## src/rtl/mio_pkg.sv

```systemverilog
// Shared types and address map for the memory/IO responder.
package mio_pkg;

  typedef enum logic [1:0] {
    IDLE,
    WAIT,
    RESP
  } state_e;

  typedef enum logic [2:0] {
    REG_RAM,
    REG_SW,
    REG_LED,
    REG_CNT,
    REG_NONE
  } region_e;

  localparam logic [31:0] RAM_BASE = 32'h0000_0000;
  localparam logic [31:0] RAM_MASK = 32'hFFFF_F000;
  localparam logic [31:0] SW_ADDR  = 32'hE000_0000;
  localparam logic [31:0] LED_ADDR = 32'hF000_0000;
  localparam logic [31:0] CNT_ADDR = 32'hF000_0004;

  function automatic logic [3:0] wait_cycles(region_e r, logic [3:0] ram_w, logic [3:0] io_w);
    case (r)
      REG_RAM:                   return ram_w;
      REG_SW, REG_LED, REG_CNT:  return io_w;
      default:                   return 4'd0;
    endcase
  endfunction

endpackage

```

## src/rtl/mio_addr_decode.sv

```systemverilog
// Full 32-bit address decode into a bus region.
module mio_addr_decode
  import mio_pkg::*;
(
  input  logic [31:0] addr,
  output region_e     region
);

  always_comb begin
    region = REG_NONE;
    if ((addr & RAM_MASK) == RAM_BASE) region = REG_RAM;
    else if (addr == SW_ADDR)          region = REG_SW;
    else if (addr == LED_ADDR)         region = REG_LED;
    else if (addr == CNT_ADDR)         region = REG_CNT;
  end

endmodule

```

## src/rtl/mio_responder.sv

```systemverilog
// Memory/IO responder: latches one CPU request, waits a per-region number
// of cycles, then pulses MIO_ready with read data and commits any store.
module mio_responder
  import mio_pkg::*;
#(
  parameter int unsigned RAM_WAIT = 1,
  parameter int unsigned IO_WAIT  = 0
) (
  input  logic        clk,
  input  logic        rst,
  input  logic        mem_req,
  input  logic        mem_w,
  input  logic [31:0] addr,
  input  logic [31:0] wdata,
  output logic [31:0] rdata,
  output logic        MIO_ready,
  output logic        bus_err,
  output logic [9:0]  ram_addr,
  output logic        ram_we,
  output logic [31:0] ram_din,
  input  logic [31:0] ram_dout,
  input  logic [15:0] sw,
  output logic [15:0] led
);

  localparam logic [3:0] RAM_W = 4'(RAM_WAIT);
  localparam logic [3:0] IO_W  = 4'(IO_WAIT);

  state_e      state_q,  state_d;
  region_e     region_q, region_d, dec_region;
  logic [9:0]  word_q,   word_d;
  logic [31:0] wdata_q,  wdata_d;
  logic        we_q,     we_d;
  logic [3:0]  wcnt_q,   wcnt_d;
  logic [15:0] led_q,    led_d;
  logic [31:0] cnt_q,    cnt_d;

  mio_addr_decode u_decode (
    .addr   (addr),
    .region (dec_region)
  );

  // NOTE: every combinational output gets a default before the case so no
  // path leaves a value unassigned, which would otherwise infer a latch.
  always_comb begin
    state_d   = state_q;
    region_d  = region_q;
    word_d    = word_q;
    wdata_d   = wdata_q;
    we_d      = we_q;
    wcnt_d    = wcnt_q;
    led_d     = led_q;
    cnt_d     = cnt_q + 32'd1;
    MIO_ready = 1'b0;
    bus_err   = 1'b0;
    ram_we    = 1'b0;
    rdata     = '0;

    case (state_q)
      IDLE: begin
        if (mem_req) begin
          region_d = dec_region;
          word_d   = addr[11:2];
          wdata_d  = wdata;
          we_d     = mem_w;
          wcnt_d   = wait_cycles(dec_region, RAM_W, IO_W);
          state_d  = (wcnt_d != 4'd0) ? WAIT : RESP;
        end
      end
      WAIT: begin
        wcnt_d = wcnt_q - 4'd1;
        if (wcnt_d == 4'd0) state_d = RESP;
      end
      RESP: begin
        MIO_ready = 1'b1;
        bus_err   = (region_q == REG_NONE);
        state_d   = IDLE;
        if (we_q) begin
          // A counter store overrides this cycle's increment.
          case (region_q)
            REG_RAM: ram_we = 1'b1;
            REG_LED: led_d  = wdata_q[15:0];
            REG_CNT: cnt_d  = wdata_q;
            default: ;
          endcase
        end else begin
          case (region_q)
            REG_RAM: rdata = ram_dout;
            REG_SW:  rdata = {16'h0, sw};
            REG_LED: rdata = {16'h0, led_q};
            REG_CNT: rdata = cnt_q;
            default: rdata = '0;
          endcase
        end
      end
      default: state_d = IDLE;
    endcase
  end

  // NOTE: state registers use non-blocking assignments so every flop samples
  // the pre-edge values, independent of statement order.
  always_ff @(posedge clk or posedge rst) begin
    if (rst) begin
      state_q  <= IDLE;
      region_q <= REG_RAM;
      word_q   <= '0;
      wdata_q  <= '0;
      we_q     <= 1'b0;
      wcnt_q   <= '0;
      led_q    <= '0;
      cnt_q    <= '0;
    end else begin
      state_q  <= state_d;
      region_q <= region_d;
      word_q   <= word_d;
      wdata_q  <= wdata_d;
      we_q     <= we_d;
      wcnt_q   <= wcnt_d;
      led_q    <= led_d;
      cnt_q    <= cnt_d;
    end
  end

  assign ram_addr = word_q;
  assign ram_din  = wdata_q;
  assign led      = led_q;

endmodule
```

## config.mk

```make
export PLATFORM = sky130hd
export DESIGN_NAME = mio_responder
export DESIGN_NICKNAME = d
export VERILOG_FILES = /design/src/rtl/mio_pkg.sv /design/src/rtl/mio_addr_decode.sv /design/src/rtl/mio_responder.sv
export SDC_FILE = /design/constraint.sdc
export NUM_CORES = 1
export LEC_CHECK = 0
export CORE_ASPECT_RATIO = 0.9
export CORE_MARGIN = 10
export CORE_UTILIZATION = 35
export DETAILED_ROUTE_END_ITERATION = 8
export PLACE_DENSITY = 0.75
export SLEW_MARGIN = 15
export SYNTH_ARGS = -nofsm -noshare
export SYNTH_HDL_FRONTEND = slang
export SYNTH_SLANG_ARGS = --single-unit
```

## constraint.sdc

```tcl
create_clock -name clk -period 9 [get_ports clk]
set_input_delay 1.8 -clock clk [delete_from_list [all_inputs] [get_ports clk]]
set_output_delay 1.8 -clock clk [all_outputs]
set_load 0.005 [all_outputs]
```

Word-level counts from Yosys, hierarchy flattened
Index checks and enable logic that the tools add are counted.
- equality and inequality tests: 11
- muxes and demuxes: 24
- reductions and logical operators: 11
- add/subtract/negate cells: 2
- operators with widths (operator ; number):
    2-to-1 mux 32 bit ; 5
    one-hot mux 32 bit (4 select lines) ; 1
    equality test 32 bit, second input constant ; 3
    adder 32 x 1 -> 32 bit, second input constant ; 1
    logical NOT 32 bit ; 1
    2-to-1 mux 3 bit ; 4
    2-to-1 mux 4 bit ; 3
    one-hot mux 4 bit (2 select lines) ; 1
    equality test 3 x 2 -> 1 bit, second input constant ; 2
    logical NOT 3 bit ; 2
    2-to-1 mux 1 bit ; 6
    2-to-1 mux 2 bit ; 3
    AND reduction 2 bit ; 3
    logical NOT 4 bit ; 1
    != test 2 bit, second input constant ; 2
    one-hot mux 2 bit (2 select lines) ; 1
    nonzero test 4 bit ; 1
    subtractor 4 x 1 -> 4 bit, second input constant ; 1
    equality test 3 x 1 -> 1 bit, second input constant ; 1
    equality test 3 bit, second input constant ; 1
    AND reduction 3 bit ; 1
    equality test 2 x 1 -> 1 bit, second input constant ; 1
    equality test 2 bit, second input constant ; 1
    logical NOT 2 bit ; 1
    nonzero test 2 bit ; 1
- output and inout port bits: 93
- register bits: 100
- input port bits: 116
- logic and storage cells: 56

Longest topological paths before layout
Gate-level depths: netlist of run 1.
- word-level depth: 13
- gate-level depth with buffers: 8
- gate-level depth less buffers: 6

Hierarchy
Synthesis of run 1 repeated with hierarchy kept, for this count alone.
- cells, all modules: 499
- area total of the unflattened synthesis: 5185.0 um^2
- modules (own cells, without submodules) (module ; cells each ; area an instance (um^2) ; seq. area each (um^2) ; instances):
    mio_responder ; 480 ; 5036.1 ; 2502.4 ; 1
    mio_addr_decode ; 19 ; 148.9 ; 0.0 ; 1

Worst setup path after synthesis of run 1
No wires, ideal clock.
- path kind: input port to output port
- start: in ram_dout[0]
- end: out rdata[0]
- path buffers: 0
- stages on the path: 2
- slack: 5.161 ns
- data required time: 7.200 ns
- arrival: 2.039 ns
- path through: a22oi_1 a21oi_1
- longest elaborated chain between the ends: 3
- ends and longest elaborated chain (item ; line ; source):
    start, declared ; mio_responder.sv:21 ; input logic [31:0] ram_dout,
    one-hot mux 32 bit (4 select lines) ; mio_responder.sv:87 ; case (region_q)
    2-to-1 mux 32 bit ; mio_responder.sv:78 ; if (we_q) begin
    2-to-1 mux 32 bit ; mio_responder.sv:59 ; case (state_q)
    end, declared ; mio_responder.sv:15 ; output logic [31:0] rdata,
Every way passes these cells.

Final worst setup path of run 1
- start: in ram_dout[1]
- end: out rdata[1]
The elaborated chain is that of the path after synthesis.

==> results of run 1 <==
==> cells by family after synthesis <==
| family | count (synthesis) |
|---|---|
| AOI/OAI and AO/OA | 114 |
| xor gates and xnor gates | 29 |
| adders and majority gates | 3 |
| buffers and inverters | 47 |
| DFF | 100 |
| muxes | 18 |
| and+or+nand+nor | 276 |
==> worst min-delay path by stage <==
stage | from | end | slack [ns] | cells after the start
CTS | ram_addr[2] | ram_addr[2] | 0.48 | 2
global route | ram_addr[5] | ram_addr[5] | 0.52 | 2
global placement | ram_addr[5] | ram_addr[5] | 0.46 | 2
detailed placement | ram_addr[2] | ram_addr[2] | 0.46 | 2
finish | ram_addr[2] | ram_addr[2] | 0.47 | 2
floorplan | ram_addr[0] | ram_addr[0] | 0.47 | 2
==> worst register-to-register path: cells and delay by family, from the launching register on <==
family                 cells  cell delay [ns]
AND/OR/NAND/NOR            3             1.25
flip-flops                 1             0.46
AO/OA/AOI/OAI              2             0.36
buffers and inverters      2             0.81
==> per-layer routing <==
layer	global-route usage	share of wire	wire length [um]	up-vias
met5	0	0	0	-
met4	0.05283	0.017	297	0
met3	0.07378	0.099	1733	18
met2	0.2585	0.44	7719	174
met1	0.2139	0.44	7801	2352
li1	-	-	-	2413
==> state kept, by name, indices dropped and copies added (netlist names) <==
register,count
cnt_q,32
ram_din,32
led,16
ram_addr,10
wcnt_q,4
region_q,3
state_q,2
we_q,1
==> per-stage QoR <==
stage | hold slack [ns] | area (um2) | setup slack, ns | std cells | total power [mW]
finish | 0.4727 | 7811 | 3.921 | 977 | 1.075
floorplan | 0.4697 | 5246 | 4.581 | 587 | 0.5419
detailed placement | 0.4640 | 7495 | 3.928 | 962 | 0.6646
global route | 0.5192 | 7811 | 3.827 | 977 | 1.121
global placement | 0.4576 | 7495 | 3.906 | 962 | 0.6629
CTS | 0.4798 | 7811 | 3.909 | 977 | 1.088
==> area by class of cell <==
cell class,instances,area [um2]
tap,198,247.7
sequential,100,2502
clock inverter,4,73.82
inverter,9,36.28
timing repair buffer,215,2135
fill,1375,6903
multi-input combinational,440,2574
clock buffer,11,242.7
==> cells in the final DEF, fill, tap and decap left out, types with 3 or more instances in the layout <==
cell type | netlist | routed
clkdlybuf4s50_1 | 0 | 208
nor3_1 | 10 | 9
nand2_1 | 139 | 138
xnor2_1 | 20 | 20
and4_1 | 3 | 3
ha_1 | 3 | 3
nand4_1 | 7 | 7
nor4_1 | 7 | 7
a22oi_1 | 48 | 48
dfrtp_1 | 100 | 100
nand4_4 | 3 | 3
nor2_1 | 57 | 57
nor3_2 | 5 | 6
a21oi_1 | 47 | 47
nand3_1 | 16 | 15
a22o_1 | 4 | 4
clkbuf_16 | 0 | 9
nand2b_1 | 4 | 4
inv_1 | 9 | 8
mux2_2 | 18 | 18
xor2_1 | 9 | 9
o21ai_0 | 7 | 7
and3_1 | 5 | 5
buf_4 | 0 | 7
==> power by group <==
part / internal (mW) / switching, mW
Clock: 0.250 / 0.170
Sequential: 0.475 / 0.0241
Combinational: 0.0982 / 0.0571
==> run_results.csv, run 1 <==
group,metric,value,unit
route,viasPerCell,5.074,
run_status,status,"finished clean",
setup_path,startpoint,"ram_dout[1]",
clocking,clockRootBuffer,"clkbuf_16",
grt,grt_pass1_wl,27400,um
clocking,post-cts-setup-buffers,0,
flow_run,max_cap_viol_count,0,
timing,fin_skew,0.005497,ns
finish,fin_util,0.5309,
logic_synthesis,synth_common_cells,"nand2_1, dfrtp_1, nor2_1",
die,fp.dieW,149.1,um
die,rows,42,
logic_synthesis,ys_seq_area_frac,0.4770,
finish,area_growth,48.89,%
clocking,path_clk_slew,0.06,ns
clocking,cts_buffers,9,
logic_synthesis,synth_mux_area_frac,0.03864,
placed_design,dp_hpwl,13020,um
logic_synthesis,synth_fa_ha_area_frac,0.007155,
power_and_ir_drop,ir_drop,0.0001312,V
die,core_area,14710,um2
logic_synthesis,syn_avg_cell_area,8.937,um2
min_path,hold_class,"reg -> reg",
setup_path,crit_family,"buffers and inverters",
logic_synthesis,synth_area_leaders,"dfrtp_1, nand2_1, a22oi_1, a21oi_1, nor2_1",
setup_path,slowest_stage,"clkdlybuf4s50_1",
route,drtIter0Drc,301,
logic_synthesis,yosysTopAreaCell,"dfrtp_1",
finish,nets,894,
grt,grt_max_degree,53,
setup_path,cpMostUsedCell,"clkdlybuf4s50_1",
clocking,cts_hold_repair.buffers,0,
logic_synthesis,synth_cells,587,
logic_synthesis,synthSimpleGateAreaFrac,0.2538,
setup_path,r2r_cells,7,
setup_path,critPathKind,"in -> out",
setup_path,worstSetupEndpointType,"output pin",
timing,fmax,196.9,MHz
logic_synthesis,synth-xor-area-share,0.04841,
route,route.detailed.drc,0,
setup_path,critPathLaunchType,"input pin",
clocking,cts_tree,"built",
logic_synthesis,syn_nets,706,
clocking,clock_latency,0.35,ns
logic_synthesis,synth_seq_cells,100,
clocking,numClockSinks,100,
route,dr_total_vias,4957,
clocking,cts.path.max_buffers,2,
logic_synthesis,synth_edf_count,0,
setup_path,required,7.20,ns
die,initial_core_util,0.3565,
grt,grt_usage,0.1702,
grt,grt_pass1_vias,5003,
route,ant_nets,0,
setup_path,cp_num_buf_inv,2,
setup_path,crit_cells,4,
clocking,htree_levels,3,
logic_synthesis,yosys_warnings,0,
logic_synthesis,synth-compound-area-share,0.1390,
power_and_ir_drop,p_leak,3.225,nW
timing,setup_viol,0,
logic_synthesis,synthFlopType,"dfrtp_1",
finish,drive_gt1_frac,0.07702,
logic_synthesis,mappedNetlistArea,5246,um2
route,detail_route.wl_per_cell,17.96,um
placed_design,io_buffers,208,
logic_synthesis,synth_top_family_by_area,"simple AND/OR/NAND/NOR gates",
setup_path,cp_cell_sequence,"clkdlybuf4s50_1, a22oi_1, a21oi_1, clkdlybuf4s50_1",
power_and_ir_drop,p_per_area,137.6,nW/um2
grt,grt-ovfl-total,0,
timing,setup_tns,0,ns
clocking,cts_resized,0,
setup_path,r2r_start,"region_q[2]",
die,die_y,136.2,um
timing,rsz0062_at_grt,"no",
grt,antenna_found_initial,0,
timing,hold_violations,0,
route,routed_wl,17550,um
logic_synthesis,synthDistinctLibCells,44,
timing,maxSlewViolCount,0,
die,die-area,20290,um2
timing,relSlewSlack,0.2012,
setup_path,crit_fanout,1,
setup_path,cpPeakStageDelay,0.52,ns
timing,fin_crit,5.079,ns
setup_path,cp.arrival,3.28,ns
timing,worst_pin_slew,1.192,ns
logic_synthesis,async_flop_share,1.000,
die,io_pins,209,
finish,diodes,0,
route,dr.pass1.iters,4,
setup_path,regToRegSetupSlack,6.02,ns
logic_synthesis,synth_top_area_share,0.4770,
logic_synthesis,synth_most_common_cell,"nand2_1",
setup_path,endpoint,"rdata[1]",
placed_design,gp_congestion,0.8012,
timing,finalCritPeriodShare,0.5643,
setup_path,r2r-end,"cnt_q[31]",
(Power assumes the default switching activity.)
==> run 2, diff against run 1 <==
--- a/config.mk
+++ b/config.mk
@@ -9,7 +9,7 @@
 export CORE_MARGIN = 10
 export CORE_UTILIZATION = 35
 export DETAILED_ROUTE_END_ITERATION = 8
-export PLACE_DENSITY = 0.75
+export PLACE_DENSITY = 0.77
 export SLEW_MARGIN = 15
 export SYNTH_ARGS = -nofsm -noshare
 export SYNTH_HDL_FRONTEND = slang
==> constraint.sdc (replaced) <==
create_clock -name clk -period 4.5 [get_ports clk]
set_input_delay 0.9 -clock clk [delete_from_list [all_inputs] [get_ports clk]]
set_output_delay 0.9 -clock clk [all_outputs]
set_load 0.005 [all_outputs]
==> run 2 against run 1 <==
Against the previous run: core utilization down 0.20 points; critical path depth is 1 higher; total power rose by 90%; final cell count up 0.20%; worst setup slack worse by 3.1 ns; sequential power rose by 100%; cell area fell by 0.38%; global-route usage shrank 0.26 points; count of clock-buffer cells in the layout down 1; clock skew increased by 0.0015 ns.
==> run_results.csv, run 2 (synthesis gave the netlist of run 1 again) <==
group,metric,value,unit
run_status,status,"finished clean",
route,dr_total_vias,4921,
clocking,cts.path.max_buffers,2,
timing,fin_crit,3.696,ns
die,io_pins,209,
min_path,hold_end,"ram_addr[8]",
flow_run,max_cap_viol_count,0,
timing,relSlewSlack,0.3453,
setup_path,critPathLaunchType,"flip-flop",
finish,final_common_cell,"clkdlybuf4s50_1",
timing,hold_violations,0,
power_and_ir_drop,seqPwrFrac,0.489,
setup_path,crit_fanout,22,
grt,grt_max_degree,66,
die,core_area,14710,um2
grt,grt-ovfl-total,0,
route,routed_wl,17370,um
power_and_ir_drop,p_leak,3.200,nW
finish,final_cell_mix,"clkdlybuf4s50_1, nand2_1, dfrtp_1",
route,drtIter0Drc,262,
finish,drive_gt1_frac,0.08067,
route,viasPerCell,5.027,
setup_path,cp_cell_sequence,"and3b_1, buf_4, a22oi_1, nor2_1, clkdlybuf4s50_1",
clocking,htree_levels,3,
grt,grt_pass1_wl,26850,um
route,route.detailed.drc,0,
finish,area_growth,48.32,%
timing,rsz0062_at_grt,"no",
placed_design,dp_hpwl,13110,um
clocking,cts_buffers,9,
finish,diodes,0,
min_path,hp-start,"ram_addr[8]",
die,initial_core_util,0.3565,
power_and_ir_drop,internal_power,1.535,mW
setup_path,cpPeakStageDelay,0.90,ns
setup_path,worstSetupEndpointType,"output pin",
die,fp.dieW,149.1,um
die,die_y,136.2,um
clocking,path_clk_slew,0.07,ns
clocking,post-cts-setup-buffers,0,
placed_design,io_buffers,208,
die,die-area,20290,um2
setup_path,required,3.60,ns
power_and_ir_drop,p_per_area,262.6,nW/um2
grt,grt_usage,0.1676,
setup_path,r2r_cells,6,
timing,fmax,270.6,MHz
setup_path,slowest_stage,"and3b_1",
setup_path,cp.arrival,2.80,ns
power_and_ir_drop,clkPwrFrac,0.358,
clocking,cts_resized,0,
placed_design,dp.cells,963,
finish,finalNonFillerCells,979,
clocking,clockRootBuffer,"clkbuf_16",
clocking,cts_hold_repair.buffers,0,
power_and_ir_drop,ir_drop,0.0002192,V
setup_path,r2r-end,"cnt_q[31]",
route,ant_nets,0,
power_and_ir_drop,p_sw,0.5087,mW
timing,finalCritPeriodShare,0.8213,
placed_design,gp_congestion,0.8155,
die,rows,42,
route,detail_route.wl_per_cell,17.74,um
route,dr.pass1.iters,5,
timing,setup_tns,0,ns
finish,nets,895,
min_path,hold_class,"reg -> reg",
clocking,numClockSinks,100,
timing,worst_pin_slew,0.9821,ns
clocking,clock_latency,0.35,ns
timing,hold_ws,0.4752,ns
min_path,holdPathStages,2,
grt,antenna_found_initial,0,
setup_path,regToRegSetupSlack,1.98,ns
setup_path,r2r_start,"region_q[2]",
power_and_ir_drop,combPwrFrac,0.153,
grt,grt_pass1_vias,4935,
timing,maxSlewViolCount,0,
timing,fin_skew,0.007032,ns
setup_path,critPathKind,"reg -> out",
clocking,cts_tree,"built",
power_and_ir_drop,swShare,0.2490,
timing,setup_viol,0,
## run 2: cell count changes in the layout (fill, tap and decap cells not counted), sizes merged
cell / previous run / this run
buf: 7 / 8
bufinv: 2 / 0
clkbuf: 11 / 10
clkinvlp: 0 / 4
## run 2: metrics by stage
step | power (mW) | cell area [um2] | setup slack [ns] | utilization
global route | 2.145 | 7781 | 0.6125 | 0.5288
detailed placement | 1.333 | 7502 | 1.196 | 0.5099
floorplan | 1.084 | 5246 | 0.9812 | -
finish | 2.043 | 7781 | 0.8041 | 0.5288
CTS | 2.075 | 7781 | 0.8086 | 0.5288
global placement | 1.330 | 7502 | 1.229 | 0.5099
## run 2: worst max-delay path by stage
stage                     start        end  slack [ns]  cells after the start
finish              region_q[2]  rdata[23]        0.80                      5
global route        region_q[2]  rdata[23]        0.61                      5
CTS                 region_q[2]  rdata[23]        0.81                      5
detailed placement  region_q[2]  rdata[23]        1.20                      5
global placement    region_q[2]  rdata[29]        1.23                      5
floorplan                   rst   cnt_q[0]        0.98                      1
## run 2: layout make-up
cell class / count / area, um2
flip-flops and latches: 100 / 2502
repair buffers: 216 / 2142
clock inverters: 6 / 40.04
well taps: 198 / 247.7
multi-input cells: 440 / 2574
fillers: 1359 / 6933
inverters: 9 / 36.28
clock buffers: 10 / 239.0
## run 2: routing by layer
metal | global-route usage | part of all wire | up-vias
li1 | - | - | 2421
met1 | 0.2073 | 0.44 | 2310
met2 | 0.2679 | 0.45 | 173
met3 | 0.06713 | 0.093 | 17
met4 | 0.04085 | 0.011 | 0
met5 | 0 | 0 | -
## run 2: power by group through the flow
stage,Combinational [mW],Sequential (mW),Clock [mW]
after CTS,0.320,0.998,0.757
after global placement,0.317,1.01,0
final,0.313,0.998,0.732
after floorplan,0.0765,1.01,0
after global routing,0.344,1.01,0.794
after detailed placement,0.319,1.01,0
## run 2: critical path: cells and delay by family, from the launching register on
kind                   cells  cell delay [ns]
AO/OA/AOI/OAI              1             0.11
flip-flops                 1             0.46
AND/OR/NAND/NOR            2             1.03
buffers and inverters      2             0.83
==> run 3, diff against run 2 <==
--- a/config.mk
+++ b/config.mk
@@ -9,7 +9,7 @@
 export CORE_MARGIN = 10
 export CORE_UTILIZATION = 35
 export DETAILED_ROUTE_END_ITERATION = 8
-export PLACE_DENSITY = 0.77
+export PLACE_DENSITY = 0.75
 export SLEW_MARGIN = 15
 export SYNTH_ARGS = -nofsm -noshare
 export SYNTH_HDL_FRONTEND = slang
==> constraint.sdc (replaced) <==
create_clock -name clk -period 3.5 [get_ports clk]
set_input_delay 0.7 -clock clk [delete_from_list [all_inputs] [get_ports clk]]
set_output_delay 0.7 -clock clk [all_outputs]
set_load 0.005 [all_outputs]
==> run 3 against run 2 <==
Against the previous run: worst setup slack lost 0.57 ns; final cell count rose by 0.20%; first-iteration DRC count fell by 18%; die area stayed put; worst hold slack worse by 0.00059 ns; register-to-register slack lost 0.91 ns; clock skew fell by 0.00080 ns; count of clock-buffer cells in the layout stayed put; critical path type unchanged; largest power group unchanged.
==> run_results.csv, run 3 (synthesis gave the netlist of run 1 again) <==
group,metric,value,unit
finish,finalNonFillerCells,981,
placed_design,io_buffers,208,
finish,multi_input_area,2574,um2
setup_path,cp_cell_sequence,"nand2b_1, or3_1, buf_12, a21oi_1, clkdlybuf4s50_1",
grt,grt_pass1_wl,28330,um
route,route.detailed.drc,0,
die,initial_core_util,0.3565,
timing,fin_crit,3.267,ns
route,dr.pass1.iters,4,
finish,register_area,2502,um2
placed_design,dp.cells,965,
route,ant_nets,0,
finish,fill_cells,1398,
clocking,post-cts-setup-buffers,0,
die,die_y,136.2,um
route,detail_route.wl_per_cell,18.13,um
timing,rsz0062_at_grt,"no",
setup_path,cp.arrival,2.57,ns
die,io_pins,209,
grt,grt_pass1_vias,5204,
finish,final_common_cell,"clkdlybuf4s50_1",
timing,setup_viol,0,
clocking,htree_levels,3,
timing,worst_pin_slew,0.8936,ns
setup_path,cpPeakStageDelay,0.63,ns
min_path,hold_class,"reg -> reg",
setup_path,crit_family,"simple AND/OR/NAND/NOR gates",
setup_path,slowest_stage,"or3_1",
timing,maxSlewViolCount,0,
finish,nets,897,
flow_run,max_cap_viol_count,0,
clocking,clockRootBuffer,"clkbuf_16",
clocking,clock_latency,0.36,ns
finish,area_growth,50.11,%
run_status,status,"finished clean",
power_and_ir_drop,p_leak,3.255,nW
route,dr_total_vias,4984,
die,die-area,20290,um2
setup_path,cp_num_buf_inv,2,
power_and_ir_drop,ir_drop,0.0003630,V
setup_path,critPathLaunchType,"flip-flop",
route,routed_wl,17790,um
grt,grt_usage,0.1758,
clocking,cts.path.max_buffers,2,
finish,diodes,0,
finish,final_cell_mix,"clkdlybuf4s50_1, nand2_1, dfrtp_1",
power_and_ir_drop,p_per_area,356.2,nW/um2
timing,fmax,306.1,MHz
finish,drive_gt1_frac,0.08301,
grt,antenna_found_initial,0,
die,rows,42,
setup_path,critPathKind,"reg -> out",
placed_design,gp_congestion,0.8058,
grt,grt_max_degree,54,
grt,grt-ovfl-total,0,
route,viasPerCell,5.081,
timing,relSlewSlack,0.4043,
die,fp.dieW,149.1,um
die,core_area,14710,um2
clocking,numClockSinks,100,
timing,finalCritPeriodShare,0.9334,
setup_path,required,2.80,ns
timing,hold_violations,0,
clocking,cts_buffers,9,
clocking,cts_tree,"built",
clocking,path_clk_slew,0.07,ns
clocking,cts_resized,0,
route,drtIter0Drc,216,
setup_path,crit_fanout,19,
placed_design,dp_hpwl,13530,um
timing,fin_skew,0.006230,ns
timing,setup_tns,0,ns
clocking,cts_hold_repair.buffers,0,
setup_path,worstSetupEndpointType,"output pin",
==> run 3: metal layers <==
metal,vias up,track usage,part of all wire
li1,2427,-,-
met1,2379,0.2191,0.45
met2,167,0.2743,0.45
met3,11,0.07910,0.091
met4,0,0.03867,0.010
met5,-,0,0
==> run 3: per-stage QoR <==
stage	util	worst slack (ns)	cell area [um2]	power [mW]	hold slack, ns
3_3_place_gp	0.5126	0.6230	7542	1.709	0.4573
3_5_place_dp	0.5126	0.5966	7542	1.716	0.4627
5_1_grt	0.5352	0.06225	7875	2.932	0.5204
2_1_floorplan	-	0.1812	5246	1.393	0.4697
4_1_cts	0.5352	0.2088	7875	2.840	0.4801
6_report	0.5352	0.2330	7875	2.805	0.4746
==> run 3: area by class of cell <==
| class | instances | area share |
|---|---|---|
| multi-input combinational | 440 | 0.3268 |
| sequential | 100 | 0.3178 |
| timing repair buffer | 218 | 0.2771 |
| tap | 198 | 0.03146 |
| clock buffer | 10 | 0.03035 |
| clock inverter | 6 | 0.01192 |
| inverter | 9 | 0.004608 |
==> run 3: worst register-to-register path: stages (launching register included) <==
cell,delay (ns)
dfrtp_1,0.46
and3b_1,0.24
buf_4,0.35
nand3_2,0.51
buf_4,0.45
mux2_2,0.32
==> run 3: power breakdown <==
group / internal, mW / switching [mW] / total, mW / leakage, nW
combinational: 0.256 / 0.149 / 0.405 / 1.79
clock: 0.654 / 0.465 / 1.12 / 0.160
sequential: 1.22 / 0.0607 / 1.28 / 1.30
total: 2.13 / 0.674 / 2.80 / 3.26
==> run 3: worst paths after layout <==
kind | start | to | slack, ns | cells past startpoint
worst max-delay path | state_q[0] | rdata[13] | 0.23 | 5
worst min-delay path | ram_addr[6] | ram_addr[6] | 0.47 | 2
worst max register to register | region_q[2] | cnt_q[1] | 1.07 | 5
worst min register to register | ram_addr[6] | ram_addr[6] | 0.47 | 2
max in group asynchronous | rst | cnt_q[12] | 1.99 | 3
min in group asynchronous | rst | ram_din[1] | 0.80 | 2
